===== src/rtl/mvu_inp_buf_pkg.sv =====
// Shared definitions for the MVU input-activation buffer: activation word
// geometry, buffer FSM state type and a counter-width helper.
package mvau_defn;

    localparam int unsigned SIMD  = 2;
    localparam int unsigned TSrcI = 4;
    localparam int unsigned TI    = SIMD * TSrcI;

    typedef enum logic [0:0] {
        FILL,
        REPLAY
    } buf_state_t;

    // Width of a counter or address that spans n values; never narrower than 1 bit.
    function automatic int unsigned cnt_width(input int unsigned n);
        return (n > 1) ? $clog2(n) : 1;
    endfunction

endpackage


===== src/rtl/mvu_inp_buf_mem.sv =====
// SF-deep register array holding one input vector for replay.
// One synchronous write port, one combinational read port.
module mvu_inp_buf_mem
    import mvau_defn::*;
#(
    parameter int unsigned Depth = 4,
    parameter int unsigned Width = 8,
    parameter int unsigned AddrW = 2
) (
    input  logic             i_clk,
    input  logic             i_we,
    input  logic [AddrW-1:0] i_waddr,
    input  logic [Width-1:0] i_wdata,
    input  logic [AddrW-1:0] i_raddr,
    output logic [Width-1:0] o_rdata
);

    logic [Width-1:0] r_mem [Depth];

    // Storage write; no reset since every entry is written before it is read.
    always_ff @(posedge i_clk) begin
        if (i_we) begin
            r_mem[i_waddr] <= i_wdata;
        end
    end

    // Combinational read for the replay path.
    always_comb begin
        o_rdata = r_mem[i_raddr];
    end

endmodule


===== src/rtl/mvu_inp_buf.sv =====
// Input-activation buffer ahead of the MVU PE array. Forwards the first pass
// of each vector as it arrives, then replays it NF-1 more times from storage.
module mvu_inp_buf
    import mvau_defn::*;
#(
    parameter int unsigned SF = 4,
    parameter int unsigned NF = 3
) (
    input  logic          clk,
    input  logic          rst_n,
    input  logic [TI-1:0] in_act,
    input  logic          in_v,
    output logic          in_rdy,
    output logic [TI-1:0] out_act,
    output logic          out_v,
    input  logic          out_rdy,
    output logic          sf_last,
    output logic          buf_busy
);

    localparam int unsigned SfW = cnt_width(SF);
    localparam int unsigned NfW = cnt_width(NF);
    localparam logic [SfW-1:0] SfLast = SfW'(SF - 1);
    localparam logic [NfW-1:0] NfLast = NfW'(NF - 1);

    buf_state_t     r_state;
    buf_state_t     w_state_nxt;
    logic [SfW-1:0] r_sf_cnt;
    logic [SfW-1:0] w_sf_cnt_nxt;
    logic [NfW-1:0] r_nf_cnt;
    logic [NfW-1:0] w_nf_cnt_nxt;
    logic [TI-1:0]  r_out_act;
    logic [TI-1:0]  w_out_act_nxt;
    logic           r_out_v;
    logic           w_out_v_nxt;
    logic           r_sf_last;
    logic           w_sf_last_nxt;

    logic           w_adv;
    logic           w_sf_at_last;
    logic           w_in_rdy;
    logic           w_we;
    logic [TI-1:0]  w_rdata;

    // Output register may load when it is empty or being consumed this cycle.
    assign w_adv        = !r_out_v | out_rdy;
    assign w_sf_at_last = (r_sf_cnt == SfLast);

    mvu_inp_buf_mem #(
        .Depth (SF),
        .Width (TI),
        .AddrW (SfW)
    ) u_mem (
        .i_clk   (clk),
        .i_we    (w_we),
        .i_waddr (r_sf_cnt),
        .i_wdata (in_act),
        .i_raddr (r_sf_cnt),
        .o_rdata (w_rdata)
    );

    // Next-state for FSM, fold counters and output register.
    always_comb begin
        w_state_nxt   = r_state;
        w_sf_cnt_nxt  = r_sf_cnt;
        w_nf_cnt_nxt  = r_nf_cnt;
        w_out_act_nxt = r_out_act;
        w_out_v_nxt   = r_out_v;
        w_sf_last_nxt = r_sf_last;
        w_in_rdy      = 1'b0;
        w_we          = 1'b0;

        unique case (r_state)
            FILL: begin
                w_in_rdy = w_adv;
                if (w_adv) begin
                    if (in_v) begin
                        w_we          = 1'b1;
                        w_out_act_nxt = in_act;
                        w_out_v_nxt   = 1'b1;
                        w_sf_last_nxt = w_sf_at_last;
                        if (w_sf_at_last) begin
                            w_sf_cnt_nxt = '0;
                            // Single-pass configuration never leaves FILL.
                            if (NF > 1) begin
                                w_nf_cnt_nxt = NfW'(1);
                                w_state_nxt  = REPLAY;
                            end
                        end else begin
                            w_sf_cnt_nxt = r_sf_cnt + SfW'(1);
                        end
                    end else begin
                        w_out_v_nxt   = 1'b0;
                        w_sf_last_nxt = 1'b0;
                    end
                end
            end

            REPLAY: begin
                if (w_adv) begin
                    w_out_act_nxt = w_rdata;
                    w_out_v_nxt   = 1'b1;
                    w_sf_last_nxt = w_sf_at_last;
                    if (w_sf_at_last) begin
                        w_sf_cnt_nxt = '0;
                        // Last word of last pass: reopen input so the next vector overlaps.
                        if (r_nf_cnt == NfLast) begin
                            w_nf_cnt_nxt = '0;
                            w_state_nxt  = FILL;
                        end else begin
                            w_nf_cnt_nxt = r_nf_cnt + NfW'(1);
                        end
                    end else begin
                        w_sf_cnt_nxt = r_sf_cnt + SfW'(1);
                    end
                end
            end

            default: begin
                w_state_nxt = FILL;
            end
        endcase
    end

    // State, counters and output register.
    always_ff @(posedge clk or negedge rst_n) begin
        if (!rst_n) begin
            r_state   <= FILL;
            r_sf_cnt  <= '0;
            r_nf_cnt  <= '0;
            r_out_act <= '0;
            r_out_v   <= 1'b0;
            r_sf_last <= 1'b0;
        end else begin
            r_state   <= w_state_nxt;
            r_sf_cnt  <= w_sf_cnt_nxt;
            r_nf_cnt  <= w_nf_cnt_nxt;
            r_out_act <= w_out_act_nxt;
            r_out_v   <= w_out_v_nxt;
            r_sf_last <= w_sf_last_nxt;
        end
    end

    assign in_rdy   = w_in_rdy;
    assign out_act  = r_out_act;
    assign out_v    = r_out_v;
    assign sf_last  = r_sf_last;
    assign buf_busy = (r_state == REPLAY);

endmodule

===== config.mk =====
export PLATFORM = sky130hd
export DESIGN_NAME = mvu_inp_buf
export DESIGN_NICKNAME = d
export VERILOG_FILES = /design/src/rtl/mvu_inp_buf_pkg.sv /design/src/rtl/mvu_inp_buf_mem.sv /design/src/rtl/mvu_inp_buf.sv
export SDC_FILE = /design/constraint.sdc
export NUM_CORES = 1
export LEC_CHECK = 0
export BUFFER_PORTS_ARGS = -buffer_cell sky130_fd_sc_hd__buf_2
export CAP_MARGIN = 0
export CELL_PAD_IN_SITES_DETAIL_PLACEMENT = 0
export CELL_PAD_IN_SITES_GLOBAL_PLACEMENT = 1
export CORE_ASPECT_RATIO = 0.7
export CORE_MARGIN = 1
export CORE_UTILIZATION = 47
export DETAILED_ROUTE_END_ITERATION = 6
export GPL_TIMING_DRIVEN = 1
export PLACE_DENSITY_LB_ADDON = 0.3
export SETUP_SLACK_MARGIN = 0.5
export SLEW_MARGIN = 0
export SYNTH_ARGS = -nofsm -noshare
export SYNTH_HDL_FRONTEND = slang
export SYNTH_SLANG_ARGS = --single-unit

===== constraint.sdc =====
create_clock -name clk -period 1.82 [get_ports clk]
set_clock_uncertainty 0.05 [all_clocks]
set_input_delay 0.364 -clock clk [delete_from_list [all_inputs] [get_ports clk]]
set_output_delay 0.364 -clock clk [all_outputs]
set_load 0.02 [all_outputs]

==> flow_metrics.env <==
export IMPL_dpl_cell_area_um2=2170
export IMPL_drtAntennaViolNets=0
export IMPL_synth_warnings=0
export IMPL_outcome="finished, final reports clean"
export IMPL_internal_power_mw=2.52
export IMPL_cts_tree="done"
export IMPL_seqCellArea_um2=1340
export IMPL_hold_class="in2reg"
export IMPL_tns_ns=0
export IMPL_cts_sinks=47
export IMPL_area_growth_pct=30.8
export IMPL_endpoint_kind="flop"
export IMPL_critical_path_top_delay_family="multiplexers"
export IMPL_final_min_clock_period_ns=1.49
export IMPL_netlist_instances=115
export IMPL_critPathMaxFanout=6
export IMPL_fill_cells=298
export IMPL_min_to="u_mem.r_mem[2][6]"
export IMPL_yosys_area_top_type="edfxtp_1"
export IMPL_r2r_cells=4
export IMPL_pwr_share_seq_pct=40.0
export IMPL_cts_buffer_depth=2
export IMPL_synth_nets=131
export IMPL_synth_area_top_cells="edfxtp_1 (50%), dfrtp_1 (20%), mux4_2 (9.4%)"
export IMPL_netlist_area_leader_share_pct=50.2
export IMPL_drt_pass1_iter_count=4
export IMPL_p_leak_nw=0.978
export IMPL_reg2reg_from="r_sf_cnt[0]"
export IMPL_multi_input_area_um2=643
export IMPL_crit_buf_inv=1
export IMPL_synth_cell_types=23
export IMPL_vias=1171
export IMPL_finalWorstSetupSlack_ns=0.334
export IMPL_die_h_um=55.4
export IMPL_grt_total_usage_pct=21.4
export IMPL_slew_headroom_pct=76.3
export IMPL_wl_per_cell_um=18.7
export IMPL_worstPathArrival_ns=1.61
export IMPL_syn_avg_cell_area_um2=16.7
export IMPL_grt_remaining_overflow=0
export IMPL_crit_start="r_sf_cnt[0]"
export IMPL_synth_area_um2=1920
export IMPL_cp_slowest_stage_delay_ns=0.51
export IMPL_die_w_um=78.3
export IMPL_final_nets=177
export IMPL_p_sw_share_pct=33.7
export IMPL_gp_congestion=0.761
export IMPL_critPathLaunchType="flop"
export IMPL_first_global_vias=1274
export IMPL_dp_cells=192
export IMPL_rsz0062_at_grt="true"
export IMPL_drive_gt1_share_pct=50.0
export IMPL_p_total_mw=3.81
export IMPL_dp_final_hpwl_um=2460
export IMPL_numCtsBuffers=5
export IMPL_clk_latency_ns=0.30
export IMPL_grt_pass1_wl_um=6600
export IMPL_coreArea_um2=3920
export IMPL_numPortBuffers=23
export IMPL_worst_slew_pin_transition_ns=0.356
export IMPL_dieArea_um2=4340
export IMPL_crit_chain="buf_4, mux4_2, mux2i_1, a21oi_1"
export IMPL_design_area_um2=2500
export IMPL_clockPowerShare_pct=16.8
export IMPL_setup_viol=0
export IMPL_hold_depth=1
export IMPL_rows=19
export IMPL_combPwrFrac_pct=43.2
export IMPL_required_ns=1.95
export IMPL_drv_slew=0
export IMPL_fmax_mhz=673
export IMPL_clk_pin_slew_ns=0.09
export IMPL_hold_path_startpoint="in_act[6]"
export IMPL_peakVddDrop_mv=0.803
export IMPL_place_ws_ns=0.328
export IMPL_first_iter_violations=104
export IMPL_cts_root_buf="clkbuf_8"
export IMPL_grt_max_degree=16
export IMPL_viasPerCell=5.47
export IMPL_fin_crit_sh_pct=81.6
export IMPL_p_switching_mw=1.28
export IMPL_final_hold_viol_count=0
export IMPL_crit_type="reg2reg"
export IMPL_drc=0
export IMPL_timing_rr_end="out_act[3]"
export IMPL_initial_core_util_pct=48.8
export IMPL_seq_area_frac_synth_pct=69.8
export IMPL_final_cells=214
export IMPL_ys_ff_latch=47
export IMPL_io_pins=24
export IMPL_postRouteWirelength_um=4000
export IMPL_maxCapViolCount=0
export IMPL_r2r_slack_ns=0.33
export IMPL_antenna_found_initial=0
export IMPL_slowest_stage="mux4_2"
export IMPL_htree_num_levels=2
export IMPL_diodes=0
export IMPL_power_density_nw_per_um2=1520
-- power groups by stage --
stage / logic (mW) / clock network [mW] / registers (mW)
global placement: 1.17 / 0 / 1.57
floorplan: 0.769 / 0 / 1.63
detailed placement: 1.19 / 0 / 1.57
finish: 1.65 / 0.640 / 1.52
global route: 1.76 / 0.698 / 1.55
CTS: 1.59 / 0.661 / 1.51
-- final cells by class --
class	instances	share of cell area [%]
clock inverters	1	0.350
repair buffers	44	14.0
clock buffers	7	3.45
flip-flops and latches	47	53.6
inverters	2	0.300
well taps	52	2.60
multi-input cells	61	25.7
-- kinds of logic (layout without fill, tap and decap cells) --
logic type | after synthesis | in the layout | synth area share, %
DFF | 47 | 47 | 69.8
AOI/OAI and AO/OA | 21 | 21 | 6.01
and+or+nand+nor | 19 | 19 | 5.23
muxes | 17 | 17 | 14.2
buffers and inverters | 7 | 54 | 2.22
adders and majority gates | 4 | 4 | 2.61
-- through the flow --
stage / hold WS, ns / utilization (%)
after floorplan: 0.0184 / -
after global placement: 0.235 / 55.3
after detailed placement: 0.250 / 55.3
after CTS: 0.228 / 62.7
after global routing: 0.244 / 63.9
final: 0.242 / 63.9
-- synthesized netlist by cell type --
cell	count
a21oi_1	16
a32o_1	2
and3_1	4
buf_2	1
buf_4	2
buf_6	1
clkbuf_1	1
dfrtp_1	15
edfxtp_1	32
ha_1	4
inv_1	2
mux2_2	1
mux2i_1	8
mux4_2	8
nand2_1	4
nand2b_1	1
nand3_1	2
nand4b_1	1
nor2_1	4
nor2b_1	1
o21ai_0	3
or2_1	1
or4_1	1
-- sequential cells by signal, summed over array words and instances (netlist names) --
register and count:
out_v 1, sf_last 1, r_sf_cnt 2, buf_busy 1
r_nf_cnt 2, out_act 8, u_mem.r_mem 32
-- worst max-delay path by stage --
stage	endpoint	depth (start not counted)	slack, ns
floorplan	u_mem.r_mem[0][0]	3	0.39
global placement	out_act[0]	4	0.35
detailed placement	out_act[5]	4	0.33
CTS	buf_busy	2	0.33
global route	r_sf_cnt[0]	4	0.27
finish	out_act[3]	4	0.33
-- cell usage in the layout, fill, tap and decap left out, drive strengths merged, types with 3 or more instances in the layout --
cell	netlist	layout
a21oi	16	16
edfxtp	32	32
dfrtp	15	15
ha	4	4
buf	4	43
mux4	8	8
nor2	4	4
clkbuf	1	7
mux2i	8	8
o21ai	3	3
and3	4	4
nand2	4	4
-- per-layer routing --
layer	track usage, %	wire length (µm)	vias up
met2	32.3	1920	30
met4	7.94	56	0
li1	-	-	536
met1	30.9	1810	598
met5	0	0	-
met3	4.63	212	7
-- timing repair --
item | CTS | global route
gates resized for setup | 25 | 10
buffers inserted | 10 | 2
hold buffers | 1 | 0
endpoints found under the setup margin | 46 | 48
endpoints found under the hold margin | 15 | 0
cloned | 1 | 0
pin swaps | 10 | 4
-- worst register-to-register path, delay by kind of cell (launching register included) --
family,cells,cell delay (ns)
flip-flops,1,0.37
AO/OA/AOI/OAI,1,0.09
buffers and inverters,1,0.18
multiplexers,2,0.68
Power figures use the tool's default switching activity.
